$ cat config.mk
export PLATFORM = sky130hd
export DESIGN_NAME = opb_register_bank
export DESIGN_NICKNAME = d
export VERILOG_FILES = /design/src/rtl/opb_reg_pkg.sv /design/src/rtl/opb_reg_slice.sv /design/src/rtl/opb_register_bank.sv
export SDC_FILE = /design/constraint.sdc
export NUM_CORES = 1
export LEC_CHECK = 0
export CAP_MARGIN = 20
export CORE_AREA = 2 2 244 246
export CTS_BUF_LIST = sky130_fd_sc_hd__clkbuf_4
export CTS_CLUSTER_SIZE = 20
export DETAILED_ROUTE_END_ITERATION = 8
export DIE_AREA = 0 0 246 248
export PLACE_DENSITY = 0.57
export SETUP_SLACK_MARGIN = 0.15
export SLEW_MARGIN = 5
export SYNTH_ARGS = -nofsm -noshare
export SYNTH_HDL_FRONTEND = slang
export SYNTH_SLANG_ARGS = --single-unit
export TNS_END_PERCENT = 1
$ cat constraint.sdc
create_clock -name OPB_Clk -period 6.79 [get_ports OPB_Clk]
set_input_delay 1.0185 -clock OPB_Clk [delete_from_list [all_inputs] [get_ports OPB_Clk]]
set_output_delay 1.0185 -clock OPB_Clk [all_outputs]
set_load 0.005 [all_outputs]
$ cat src/rtl/opb_reg_pkg.sv
// Shared types and helpers for the OPB software register bank.
// Register modes, ack FSM states and the OPB byte-lane merge live here.
package opb_reg_pkg;

    localparam int REG_W    = 32;
    localparam int MAX_REGS = 64;

    typedef enum logic [1:0] {
        MODE_RW    = 2'd0,
        MODE_RO    = 2'd1,
        MODE_PULSE = 2'd2
    } reg_mode_t;

    typedef enum logic {
        ST_IDLE = 1'b0,
        ST_ACK  = 1'b1
    } ack_state_t;

    // be[3] is OPB_BE[0], the most significant byte lane (user bits 31:24).
    function automatic logic [REG_W-1:0] be_merge(
        input logic [REG_W-1:0] old_val,
        input logic [REG_W-1:0] data,
        input logic [3:0]       be
    );
        logic [REG_W-1:0] res;
        res = old_val;
        for (int k = 0; k < 4; k++) begin
            if (be[k]) res[8*k +: 8] = data[8*k +: 8];
        end
        return res;
    endfunction

endpackage

$ cat src/rtl/opb_reg_slice.sv
// One software register slot: read/write with byte enables, self-clearing
// pulse bits, or a read-only status shadow sampled every clock.
module opb_reg_slice
    import opb_reg_pkg::*;
#(
    parameter reg_mode_t MODE = MODE_RW
) (
    input  logic             clk,
    input  logic             rst,
    input  logic             wr_en,
    input  logic [REG_W-1:0] wr_data,
    input  logic [3:0]       be,
    input  logic [REG_W-1:0] status_in,
    output logic [REG_W-1:0] value,
    output logic [REG_W-1:0] data_out,
    output logic             wr_stb
);

    generate
        if (MODE == MODE_RO) begin : g_ro
            logic [REG_W-1:0] status_q;

            always_ff @(posedge clk) begin
                if (rst) status_q <= '0;
                else     status_q <= status_in;
            end

            assign value    = status_q;
            assign data_out = '0;
            assign wr_stb   = 1'b0;
            wire unused_wr = ^{wr_en, wr_data, be};
        end else begin : g_rw
            logic [REG_W-1:0] reg_q;
            logic             stb_q;

            always_ff @(posedge clk) begin
                if (rst) begin
                    reg_q <= '0;
                    stb_q <= 1'b0;
                end else begin
                    stb_q <= wr_en;
                    // Pulse bits live for the single cycle after the write.
                    if (MODE == MODE_PULSE)
                        reg_q <= wr_en ? be_merge('0, wr_data, be) : '0;
                    else if (wr_en)
                        reg_q <= be_merge(reg_q, wr_data, be);
                end
            end

            assign value    = reg_q;
            assign data_out = reg_q;
            assign wr_stb   = stb_q;
            wire unused_status = ^status_in;
        end
    endgenerate

endmodule

$ cat src/rtl/opb_register_bank.sv
// OPB slave with C_NUM_REGS 32-bit software registers. Transfers are acked
// one cycle after the hit; the cycle after an ack never starts a new transfer.
module opb_register_bank
    import opb_reg_pkg::*;
#(
    parameter logic [31:0] C_BASEADDR   = 32'h0108_0000,
    parameter logic [31:0] C_HIGHADDR   = 32'h0108_00FF,
    parameter int          C_OPB_AWIDTH = 32,
    parameter int          C_OPB_DWIDTH = 32,
    parameter int          C_NUM_REGS   = 8,
    parameter logic [63:0] C_RO_MASK    = 64'd0,
    parameter logic [63:0] C_PULSE_MASK = 64'd0,
    parameter string       C_FAMILY     = "virtex5"
) (
    input  logic                        OPB_Clk,
    input  logic                        OPB_Rst,
    input  logic [0:31]                 OPB_ABus,
    input  logic [0:3]                  OPB_BE,
    input  logic [0:31]                 OPB_DBus,
    input  logic                        OPB_RNW,
    input  logic                        OPB_select,
    input  logic                        OPB_seqAddr,
    output logic [0:31]                 Sl_DBus,
    output logic                        Sl_xferAck,
    output logic                        Sl_errAck,
    output logic                        Sl_retry,
    output logic                        Sl_toutSup,
    output logic [32*C_NUM_REGS-1:0]    user_data_out,
    output logic [C_NUM_REGS-1:0]       user_wr_stb,
    input  logic [32*C_NUM_REGS-1:0]    user_data_in
);

    ack_state_t       state;
    logic [31:0]      offset;
    logic [31:0]      idx;
    logic             in_range;
    logic             hit;
    logic [REG_W-1:0] wr_data;
    logic [3:0]       be;
    logic [REG_W-1:0] rd_sel;
    logic [REG_W-1:0] rd_q;
    logic [REG_W-1:0] values [C_NUM_REGS];

    // Big-endian OPB buses map straight onto little-endian user vectors.
    assign wr_data  = OPB_DBus;
    assign be       = OPB_BE;
    assign offset   = OPB_ABus - C_BASEADDR;
    assign idx      = {2'b00, offset[31:2]};
    assign in_range = (OPB_ABus >= C_BASEADDR) && (OPB_ABus <= C_HIGHADDR);
    assign hit      = OPB_select && in_range && (state == ST_IDLE);

    genvar i;
    generate
        for (i = 0; i < C_NUM_REGS; i++) begin : g_slot
            localparam reg_mode_t MODE = C_RO_MASK[i]    ? MODE_RO :
                                         C_PULSE_MASK[i] ? MODE_PULSE : MODE_RW;
            opb_reg_slice #(.MODE(MODE)) u_slice (
                .clk       (OPB_Clk),
                .rst       (OPB_Rst),
                .wr_en     (hit && !OPB_RNW && (idx == 32'(i))),
                .wr_data   (wr_data),
                .be        (be),
                .status_in (user_data_in[32*i +: 32]),
                .value     (values[i]),
                .data_out  (user_data_out[32*i +: 32]),
                .wr_stb    (user_wr_stb[i])
            );
        end
    endgenerate

    // Indices past C_NUM_REGS inside the decoded span read as zero.
    always_comb begin
        rd_sel = '0;
        for (int k = 0; k < C_NUM_REGS; k++) begin
            if (idx == 32'(k)) rd_sel = values[k];
        end
    end

    always_ff @(posedge OPB_Clk) begin
        if (OPB_Rst) begin
            state <= ST_IDLE;
            rd_q  <= '0;
        end else begin
            state <= hit ? ST_ACK : ST_IDLE;
            rd_q  <= (hit && OPB_RNW) ? rd_sel : '0;
        end
    end

    assign Sl_xferAck = (state == ST_ACK);
    assign Sl_DBus    = rd_q;
    assign Sl_errAck  = 1'b0;
    assign Sl_retry   = 1'b0;
    assign Sl_toutSup = 1'b0;

    wire unused_inputs = ^{OPB_seqAddr, offset[1:0]};

endmodule

==> qor.csv, run 1 <==
stage,metric,value,unit
sta,fmax,298,MHz
sta,period_needed,3350,ps
logic_synthesis,ys_ff_latch,297,
logic_synthesis,syn_inst,1412,
final_layout,drive_gt1_share,13.0,%
sta,clock_skew,38.0,ps
logic_synthesis,netlist_area,14400,µm²
cts,cts_setup_buffers,0,
global_route,grt.overflow.total,0,
cts,clkTransAtPathRegs,60,ps
final_layout,nFillCells,6050,
power_and_ir_drop,p_leak,8.44,nW
setup_path,arrival,4100,ps
global_route,antenna_found_initial,5,
setup_path,crit_type,in -> reg,
cts,cts_tree,yes,
logic_synthesis,synth_top_cell_area_share,41.4,%
routing,drt_iter0_drc,600,
floorplanning,fp.dieW,246,µm
run,cap_violations,0,
logic_synthesis,ys_types,39,
outcome,status,finished clean,
cts,cts_resized,0,
routing,drt-wirelength-per-cell,22.0,µm
sta,period_share,49.4,%
sta,fin_tns_setup,0,ps
global_route,first_global_vias,12600,
final_layout,design_area,19600,µm²
place,portBuffers,366,
cts,cts_made_buffers,88,
floorplanning,initial_utilization,24.6,%
final_layout,area_delta_synth_final,36.4,%
logic_synthesis,yosysSeqAreaShare,41.4,%
power_and_ir_drop,p_per_area,190,nW/µm²
hold_path,worstHoldPathType,reg -> reg,
cts,clock_latency,850,ps
routing,vias_per_cell,4.77,
floorplanning,pin_count,629,
sta,tightest_slew,1020,ps
power_and_ir_drop,power,3.71,mW
global_route,grt_max_degree,117,
floorplanning,core_area,58500,µm²
sta,hold-worst-slack,489,ps
cts,htreeDepth,3,
final_layout,register_area,5950,µm²
final_layout,layout_common_cells,"clkdlybuf4s50_1 (362), dfxtp_1 (297), nand2b_1 (291)",
final_layout,multiInputGateArea,7790,µm²
power_and_ir_drop,vdd_drop_max,97.7,µV
sta,finalHoldViolations,0,
routing,wl,56800,µm
logic_synthesis,syn_area_per_cell,10.2,µm²
routing,dr_total_vias,12300,
final_layout,final_common_cell,clkdlybuf4s50_1,
setup_path,startpoint_type,primary input,
cts,clock_sinks,297,
routing,drcViolationCount,0,
global_route,grt_pass1_wl,82200,µm
logic_synthesis,synth_area_leaders,"dfxtp_1 (41%), mux2i_1 (20%), nand2b_1 (13%)",
floorplanning,die_area,61000,µm²
sta,setup_viol,0,
sta,maxSlewViolCount,0,
cts,hold_buffers,0,
setup_path,worstPathMaxFanout,16,
routing,ant_nets,0,
setup_path,end_kind,flop,
final_layout,nNetsFinal,2070,
cts,clock_path_buffers,3,
cts,root_buffer,clkbuf_4,
sta,rsz0062_at_grt,no,
place,dp_hpwl,37800,µm
sta,relSlewSlack,32.1,%
logic_synthesis,yosysWarnings,0,
floorplanning,rows,89,
global_route,grt_use_total,18.1,%
floorplanning,die_h,248,µm
routing,drt_pass1_iterations,5,
logic_synthesis,yosysTopAreaCell,dfxtp_1,
place,postPlaceCellArea,18500,µm²
place,place_congestion,0.829,
setup_path,worst_ep_required_time,7530,ps
sequential cells by signal, summed over array words and instances (netlist names):
name / flops
Sl_xferAck: 1
Sl_DBus: 32
g_slot.u_slice.data_out: 256
g_slot.u_slice.wr_stb: 8
per-stage QoR:
stage	util (%)	std cells	worst slack, ps
finish	33.5	2581	3440
global route	33.5	2581	3350
detailed placement	31.6	2423	2530
global placement	31.6	2423	2550
CTS	33.5	2577	3480
floorplan	-	1414	3820
Yosys cell counts, drive strengths merged:
cell type  count
conb           1
mux2i        288
o21ai         93
ha             1
and2           2
nor3           2
nor4          16
buf           70
nand2          8
nand2b       291
xor2           1
or4            4
inv            7
clkbuf        75
nor4b          2
nor2          54
nand3         32
and4           4
a221oi        31
nor4bb         2
nor2b          2
or4b           4
nand4         30
and4bb        29
a22oi         62
or2            2
dfxtp        297
mux4           2
cell families after synthesis:
kind of cell    count (synthesis)  share of synthesized area [%]
compound gates                186                           8.37
other cells                     1                         0.0261
fa+ha+maj                       1                         0.0871
buf+inv                       152                           4.65
mux                           290                           20.4
simple gates                  484                           25.0
flops                         297                           41.4
xor+xnor                        1                         0.0610
where the power goes:
part	internal (mW)	total (mW)	switching (mW)
clock	0.884	1.71	0.823
sequential	1.74	1.74	0.000000000232
combinational	0.104	0.266	0.162
total	2.73	3.71	0.984
area by class of cell:
class,instances,share of cell area [%]
Clock buffer,125,4.79
Clock inverter,29,0.753
Multi-Input combinational cell,965,39.8
Inverter,7,0.134
Sequential cell,297,30.3
Timing Repair Buffer,381,19.2
Tap cell,773,4.94
Antenna cell,4,0.0511
critical path, stage by stage:
cell             delay [ps]
clkdlybuf4s50_1         480
inv_1                    50
ha_1                    290
or4b_4                  510
nor4_4                  300
buf_4                   440
and4_1                  740
mux2i_1                 260
metal layers:
| metal | vias up | share of wire (%) | track usage (%) |
|---|---|---|---|
| met4 | 6 | 2.3 | 5.40 |
| met1 | 6013 | 44 | 23.0 |
| li1 | 5711 | - | - |
| met2 | 490 | 45 | 28.5 |
| met5 | - | 0.063 | 0 |
| met3 | 103 | 9.1 | 6.90 |
final timing paths:
path	startpoint	slack (ps)	end	cells past startpoint
hold / removal	g_slot[5].u_slice.data_out[22]	490	g_slot[5].u_slice.data_out[22]	2
setup reg to reg	Sl_xferAck	4130	g_slot[6].u_slice.data_out[16]	5
hold reg to reg	g_slot[5].u_slice.data_out[22]	490	g_slot[5].u_slice.data_out[22]	2
setup / recovery	OPB_ABus[11]	3440	g_slot[6].u_slice.data_out[16]	8
(Power assumes the default switching activity.)
==> run 2, diff against run 1 <==
==> constraint.sdc (replaced) <==
create_clock -name OPB_Clk -period 3.35 [get_ports OPB_Clk]
set_input_delay 0.5025 -clock OPB_Clk [delete_from_list [all_inputs] [get_ports OPB_Clk]]
set_output_delay 0.5025 -clock OPB_Clk [all_outputs]
set_load 0.005 [all_outputs]
==> qor.csv, run 2 (synthesis results as in run 1) <==
stage,metric,value,unit,change
outcome,status,finished clean,,unchanged
floorplanning,fp.dieW,246,µm,unchanged
cts,htreeDepth,3,,unchanged
final_layout,finalNonFillerCells,2615,,was 2581
global_route,first_global_vias,12800,,was 12600
place,postPlaceCellArea,18900,µm²,was 18500 µm²
hold_path,worstHoldPathType,in -> reg,,was reg -> reg
final_layout,drive_gt1_share,14.2,%,was 13.0%
setup_path,worst_ep_required_time,4140,ps,was 7530 ps
floorplanning,initial_utilization,24.6,%,unchanged
place,place_congestion,0.848,,was 0.829
routing,dr_total_vias,12400,,was 12300
place,dpl.cell_count,2451,,was 2423
power_and_ir_drop,p_leak,8.66,nW,was 8.44 nW
floorplanning,core_area,58500,µm²,unchanged
power_and_ir_drop,p_per_area,380,nW/µm²,was 190 nW/µm²
sta,period_share,71.9,%,
cts,cts_setup_buffers,0,,unchanged
final_layout,area_delta_synth_final,39.7,%,was 36.4%
place,portBuffers,366,,unchanged
global_route,grt_max_degree,113,,was 117
routing,drcViolationCount,0,,unchanged
setup_path,arrival,3200,ps,was 4100 ps
sta,clock_skew,66.4,ps,was 38.0 ps
sta,fmax,415,MHz,
place,dp_hpwl,39000,µm,was 37800 µm
final_layout,layout_common_cells,"clkdlybuf4s50_1 (362), dfxtp_1 (297), nand2b_1 (291)",,unchanged
global_route,grt.overflow.total,0,,unchanged
cts,clkTransAtPathRegs,60,ps,about the same
sta,setup_viol,0,,unchanged
global_route,grt_use_total,18.1,%,about the same
floorplanning,die_area,61000,µm²,unchanged
floorplanning,die_h,248,µm,unchanged
power_and_ir_drop,vdd_drop_max,260,µV,was 97.7 µV
setup_path,worstPathMaxFanout,33,,was 16
cts,root_buffer,clkbuf_4,,unchanged
setup_path,end_kind,flop,,unchanged
power_and_ir_drop,power,7.63,mW,was 3.71 mW
routing,ant_nets,0,,unchanged
cts,cts_tree,yes,,unchanged
sta,fin_tns_setup,0,ps,unchanged
routing,drt-wirelength-per-cell,21.6,µm,was 22.0 µm
sta,relSlewSlack,58.4,%,was 32.1%
cts,hold_buffers,0,,unchanged
global_route,antenna_found_initial,5,,unchanged
run,cap_violations,0,,unchanged
floorplanning,rows,89,,unchanged
setup_path,crit_type,in -> reg,,unchanged
routing,drt_iter0_drc,701,,was 600
sta,period_needed,2410,ps,
cts,cts_resized,0,,unchanged
cts,cts_made_buffers,89,,was 88
cts,clock_path_buffers,3,,unchanged
final_layout,nNetsFinal,2099,,was 2070
final_layout,design_area,20100,µm²,was 19600 µm²
final_layout,nFillCells,5952,,was 6050
setup_path,startpoint_type,primary input,,unchanged
routing,wl,56500,µm,was 56800 µm
global_route,grt_pass1_wl,82600,µm,was 82200 µm
floorplanning,pin_count,629,,unchanged
sta,finalHoldViolations,0,,unchanged
final_layout,final_common_cell,clkdlybuf4s50_1,,unchanged
sta,tightest_slew,620,ps,was 1020 ps
cts,clock_sinks,297,,unchanged
setup_path,r2r_slack,1130,ps,was 4130 ps
final_layout,largest_reg_flops,256,,unchanged
sta,maxSlewViolCount,0,,unchanged
cts,clock_latency,840,ps,was 850 ps
routing,drt_pass1_iterations,5,,unchanged
routing,vias_per_cell,4.76,,was 4.77
sta,rsz0062_at_grt,no,,unchanged
## run 2: cell count changes in the layout (fill, tap and decap cells not counted), sizes merged
cell      change
inv           -4
clkinv       +10
clkbuf        +1
buf          +28
clkinvlp      +1
diode         -2
## run 2: final cells by class
type	count	area (µm²)	area share, %
timing repair buffer	409	4210	20.9
clock buffer	126	946	4.71
inverter	7	26.3	0.131
tap	773	967	4.82
multi-input combinational	965	7790	38.8
clock inverter	36	188	0.935
antenna	2	5.00	0.0249
sequential	297	5950	29.6
## run 2: critical path, stage by stage
cell             delay [ps]
clkdlybuf4s50_1         480
inv_1                    50
ha_1                    300
or4b_4                  510
nor4_1                  240
nand4_1                 190
buf_12                  240
nor4bb_1                500
buf_4                   190
## run 2: per-stage QoR
step | utilization [%] | hold WS [ps] | setup slack, ps
floorplan | - | 475 | 900
global placement | 32.4 | 475 | 42.5
detailed placement | 32.4 | 484 | 62.7
CTS | 34.3 | 98.2 | 914
global route | 34.3 | 136 | 867
finish | 34.3 | 211 | 940
## run 2: routing by layer
metal	GRT usage, %	up-vias	routed length (µm)
li1	-	5774	-
met1	23.1	6012	24800
met2	28.1	528	24900
met3	6.38	122	5100
met4	6.70	6	1640
met5	0	-	38
## run 2: path summary, 6_finish.rpt
check                                 startpoint                        endpoint  cells after the start
setup reg to reg                      Sl_xferAck                      Sl_DBus[5]                      6
setup / recovery                    OPB_ABus[12]                      Sl_DBus[5]                      9
hold reg to reg   g_slot[5].u_slice.data_out[10]  g_slot[5].u_slice.data_out[10]                      2
hold / removal                      OPB_ABus[27]        g_slot[6].u_slice.wr_stb                      3
## run 2: report_power, final
part | internal, mW | switching (mW) | total, mW | leakage [nW]
Combinational | 0.228 | 0.329 | 0.556 | 5.60
Sequential | 3.53 | 0.000000000453 | 3.53 | 2.39
Clock | 1.82 | 1.72 | 3.54 | 0.670
==> run 3, diff against run 2 <==
==> constraint.sdc (replaced) <==
create_clock -name OPB_Clk -period 2.29 [get_ports OPB_Clk]
set_input_delay 0.3435 -clock OPB_Clk [delete_from_list [all_inputs] [get_ports OPB_Clk]]
set_output_delay 0.3435 -clock OPB_Clk [all_outputs]
set_load 0.005 [all_outputs]
==> qor.csv, run 3 (synthesis results as in run 1) <==
stage,metric,value,unit,change
routing,drcViolationCount,0,,unchanged
floorplanning,pin_count,629,,unchanged
floorplanning,die_area,61000,µm²,unchanged
final_layout,layout_common_cells,"clkdlybuf4s50_1 (355), nand2b_1 (291), mux2i_1 (288)",,"was clkdlybuf4s50_1 (362), dfxtp_1 (297), nand2b_1 (291)"
global_route,antenna_found_initial,6,,was 5
global_route,met1_usage,23.9,%,was 23.1%
sta,setup_viol,0,,unchanged
sta,setup_slack,77.3,ps,was 940 ps
setup_path,end_kind,flop,,unchanged
floorplanning,fp.dieW,246,µm,unchanged
setup_path,worst_ep_required_time,2940,ps,was 4140 ps
setup_path,rr_worst_depth,7,,was 6
place,portBuffers,366,,unchanged
place,place_congestion,0.832,,was 0.848
setup_path,path_cells,clkdlybuf4s50_1 > inv_8 > ha_4 > or4b_4 > nor4_4 > buf_12 > buf_12 > nand4_4 > mux2i_1,,was clkdlybuf4s50_1 > inv_1 > ha_1 > or4b_4 > nor4_1 > nand4_1 > buf_12 > nor4bb_1 > buf_4
routing,vias_per_cell,4.79,,was 4.76
final_layout,largest_reg_flops,256,,unchanged
setup_path,worstPathMaxFanout,15,,was 33
cts,cts_made_buffers,85,,was 89
place,dp_hpwl,40800,µm,was 39000 µm
power_and_ir_drop,vdd_drop_max,264,µV,was 260 µV
sta,period_share,96.6,%,
run,cap_violations,0,,unchanged
global_route,gr-max-usage-layer,met2,,unchanged
sta,relSlewSlack,56.6,%,was 58.4%
final_layout,finalNonFillerCells,2661,,was 2615
final_layout,design_area,20800,µm²,was 20100 µm²
cts,clock_path_buffers,3,,unchanged
sta,finalHoldViolations,0,,unchanged
sta,maxSlewViolCount,0,,unchanged
setup_path,startpoint_type,primary input,,unchanged
global_route,grtUsageMet3,5.20,%,was 6.38%
cts,cts_tree,yes,,unchanged
global_route,first_global_vias,13000,,was 12800
routing,drt_pass1_iterations,7,,was 5
routing,drt_iter0_drc,899,,was 701
place,dpl_worst_slack,-763,ps,was 62.7 ps
power_and_ir_drop,p_leak,9.11,nW,was 8.66 nW
setup_path,r2r-end,Sl_DBus[5],,unchanged
hold_path,hold_end,g_slot[4].u_slice.wr_stb,,was g_slot[6].u_slice.wr_stb
sta,clock_skew,53.4,ps,was 66.4 ps
cts,root_buffer,clkbuf_4,,unchanged
cts,htreeDepth,3,,unchanged
final_layout,drive_gt1_share,17.6,%,was 14.2%
setup_path,arrival,2860,ps,was 3200 ps
routing,drt-wirelength-per-cell,21.6,µm,about the same
routing,dr_total_vias,12700,,was 12400
global_route,grt_max_degree,90,,was 113
global_route,met2_usage,29.0,%,was 28.1%
global_route,grt_use_total,18.3,%,was 18.1%
cts,clock_latency,830,ps,was 840 ps
final_layout,final_common_cell,clkdlybuf4s50_1,,unchanged
final_layout,nFillCells,5887,,was 5952
hold_path,holdPathStages,4,,was 3
global_route,grt.overflow.total,0,,unchanged
hold_path,hp-start,OPB_ABus[27],,unchanged
power_and_ir_drop,p_per_area,535,nW/µm²,was 380 nW/µm²
hold_path,worstHoldPathType,in -> reg,,unchanged
sta,tightest_slew,651,ps,was 620 ps
sta,hold-worst-slack,155,ps,was 211 ps
floorplanning,initial_utilization,24.6,%,unchanged
sta,fmax,452,MHz,
sta,period_needed,2210,ps,
setup_path,crit_slowest_cell,clkdlybuf4s50_1,,was or4b_4
setup_path,r2r_slack,110,ps,was 1130 ps
place,postPlaceCellArea,19600,µm²,was 18900 µm²
setup_path,r2r-start,Sl_xferAck,,unchanged
place,dpl.cell_count,2500,,was 2451
cts,clkTransAtPathRegs,70,ps,was 60 ps
floorplanning,rows,89,,unchanged
floorplanning,die_h,248,µm,unchanged
final_layout,utilization,35.6,%,was 34.3%
routing,ant_nets,0,,unchanged
setup_path,crit_type,in -> reg,,unchanged
outcome,status,finished clean,,unchanged
final_layout,nNetsFinal,2150,,was 2099
routing,wl,57400,µm,was 56500 µm
final_layout,area_delta_synth_final,44.8,%,was 39.7%
setup_path,cp_slowest_stage_delay,600,ps,was 510 ps
global_route,grt_pass1_wl,83600,µm,was 82600 µm
cts,clock_sinks,297,,unchanged
floorplanning,core_area,58500,µm²,unchanged
sta,rsz0062_at_grt,yes,,was no
setup_path,crit_top_cell,buf_12,,
==> run 3: changes by cell type in the layout (fill, tap and decap cells not counted), moves of 5 or more <==
cell / delta
clkinv_2: -5
buf_4: +29
dfxtp_1: -21
buf_12: +23
clkdlybuf4s50_1: -7
dfxtp_2: +18
==> run 3: how the worst max path moves through the flow <==
stage	start	endpoint	slack, ps	cells past startpoint
final	OPB_ABus[11]	g_slot[0].u_slice.data_out[6]	80	9
after global routing	g_slot[6].u_slice.data_out[21]	user_data_out[213]	20	1
after CTS	g_slot[5].u_slice.data_out[31]	user_data_out[191]	20	1
after detailed placement	OPB_ABus[11]	g_slot[1].u_slice.data_out[20]	-760	9
after global placement	OPB_ABus[11]	g_slot[2].u_slice.data_out[4]	-710	9
after floorplan	OPB_ABus[11]	g_slot[1].u_slice.data_out[0]	50	7
==> run 3: per-layer routing <==
metal | vias up | wire length, µm | share of wire, %
met3 | 101 | 4620 | 8.0
met1 | 6215 | 25400 | 44
li1 | 5864 | - | -
met2 | 552 | 26100 | 45
met4 | 6 | 1190 | 2.1
met5 | - | 33 | 0.058
==> run 3: stage by stage <==
stage / setup TNS (ps) / power [mW]
after global routing: 0 / 11.6
after detailed placement: -199260 / 6.16
after floorplan: 0 / 5.76
after CTS: 0 / 11.3
after global placement: -186340 / 6.15
final: 0 / 11.1
==> run 3: power by group <==
part	switching (mW)	internal [mW]	leakage (nW)
logic	0.502	0.379	6.06
registers	0.000000000895	5.16	2.40
clock network	2.41	2.68	0.645
total	2.91	8.22	9.11
==> run 3: worst max-delay path, delay by kind of cell <==
family,cells,cell delay [ps]
adders and majority gates,1,260
muxes,1,200
buffers and inverters,4,1010
and+or+nand+nor,3,1010
==> run 3: final cells by class <==
cell class | instances | area [µm²] | area share [%]
Antenna cell | 6 | 15.0 | 0.0722
Clock buffer | 123 | 923 | 4.44
Clock inverter | 26 | 153 | 0.734
Inverter | 7 | 38.8 | 0.186
Multi-Input combinational cell | 965 | 7820 | 37.6
Sequential cell | 297 | 5980 | 28.7
Tap cell | 773 | 967 | 4.65
Timing Repair Buffer | 464 | 4910 | 23.6
==> run 3: repair_timing <==
| action | in CTS | in global routing |
|---|---|---|
| hold buffers | 2 | 0 |
| buffers inserted | 0 | 4 |
| setup endpoints to repair | 306 | 449 |
| hold endpoints to repair | 17 | 0 |
| resized for setup | 13 | 20 |
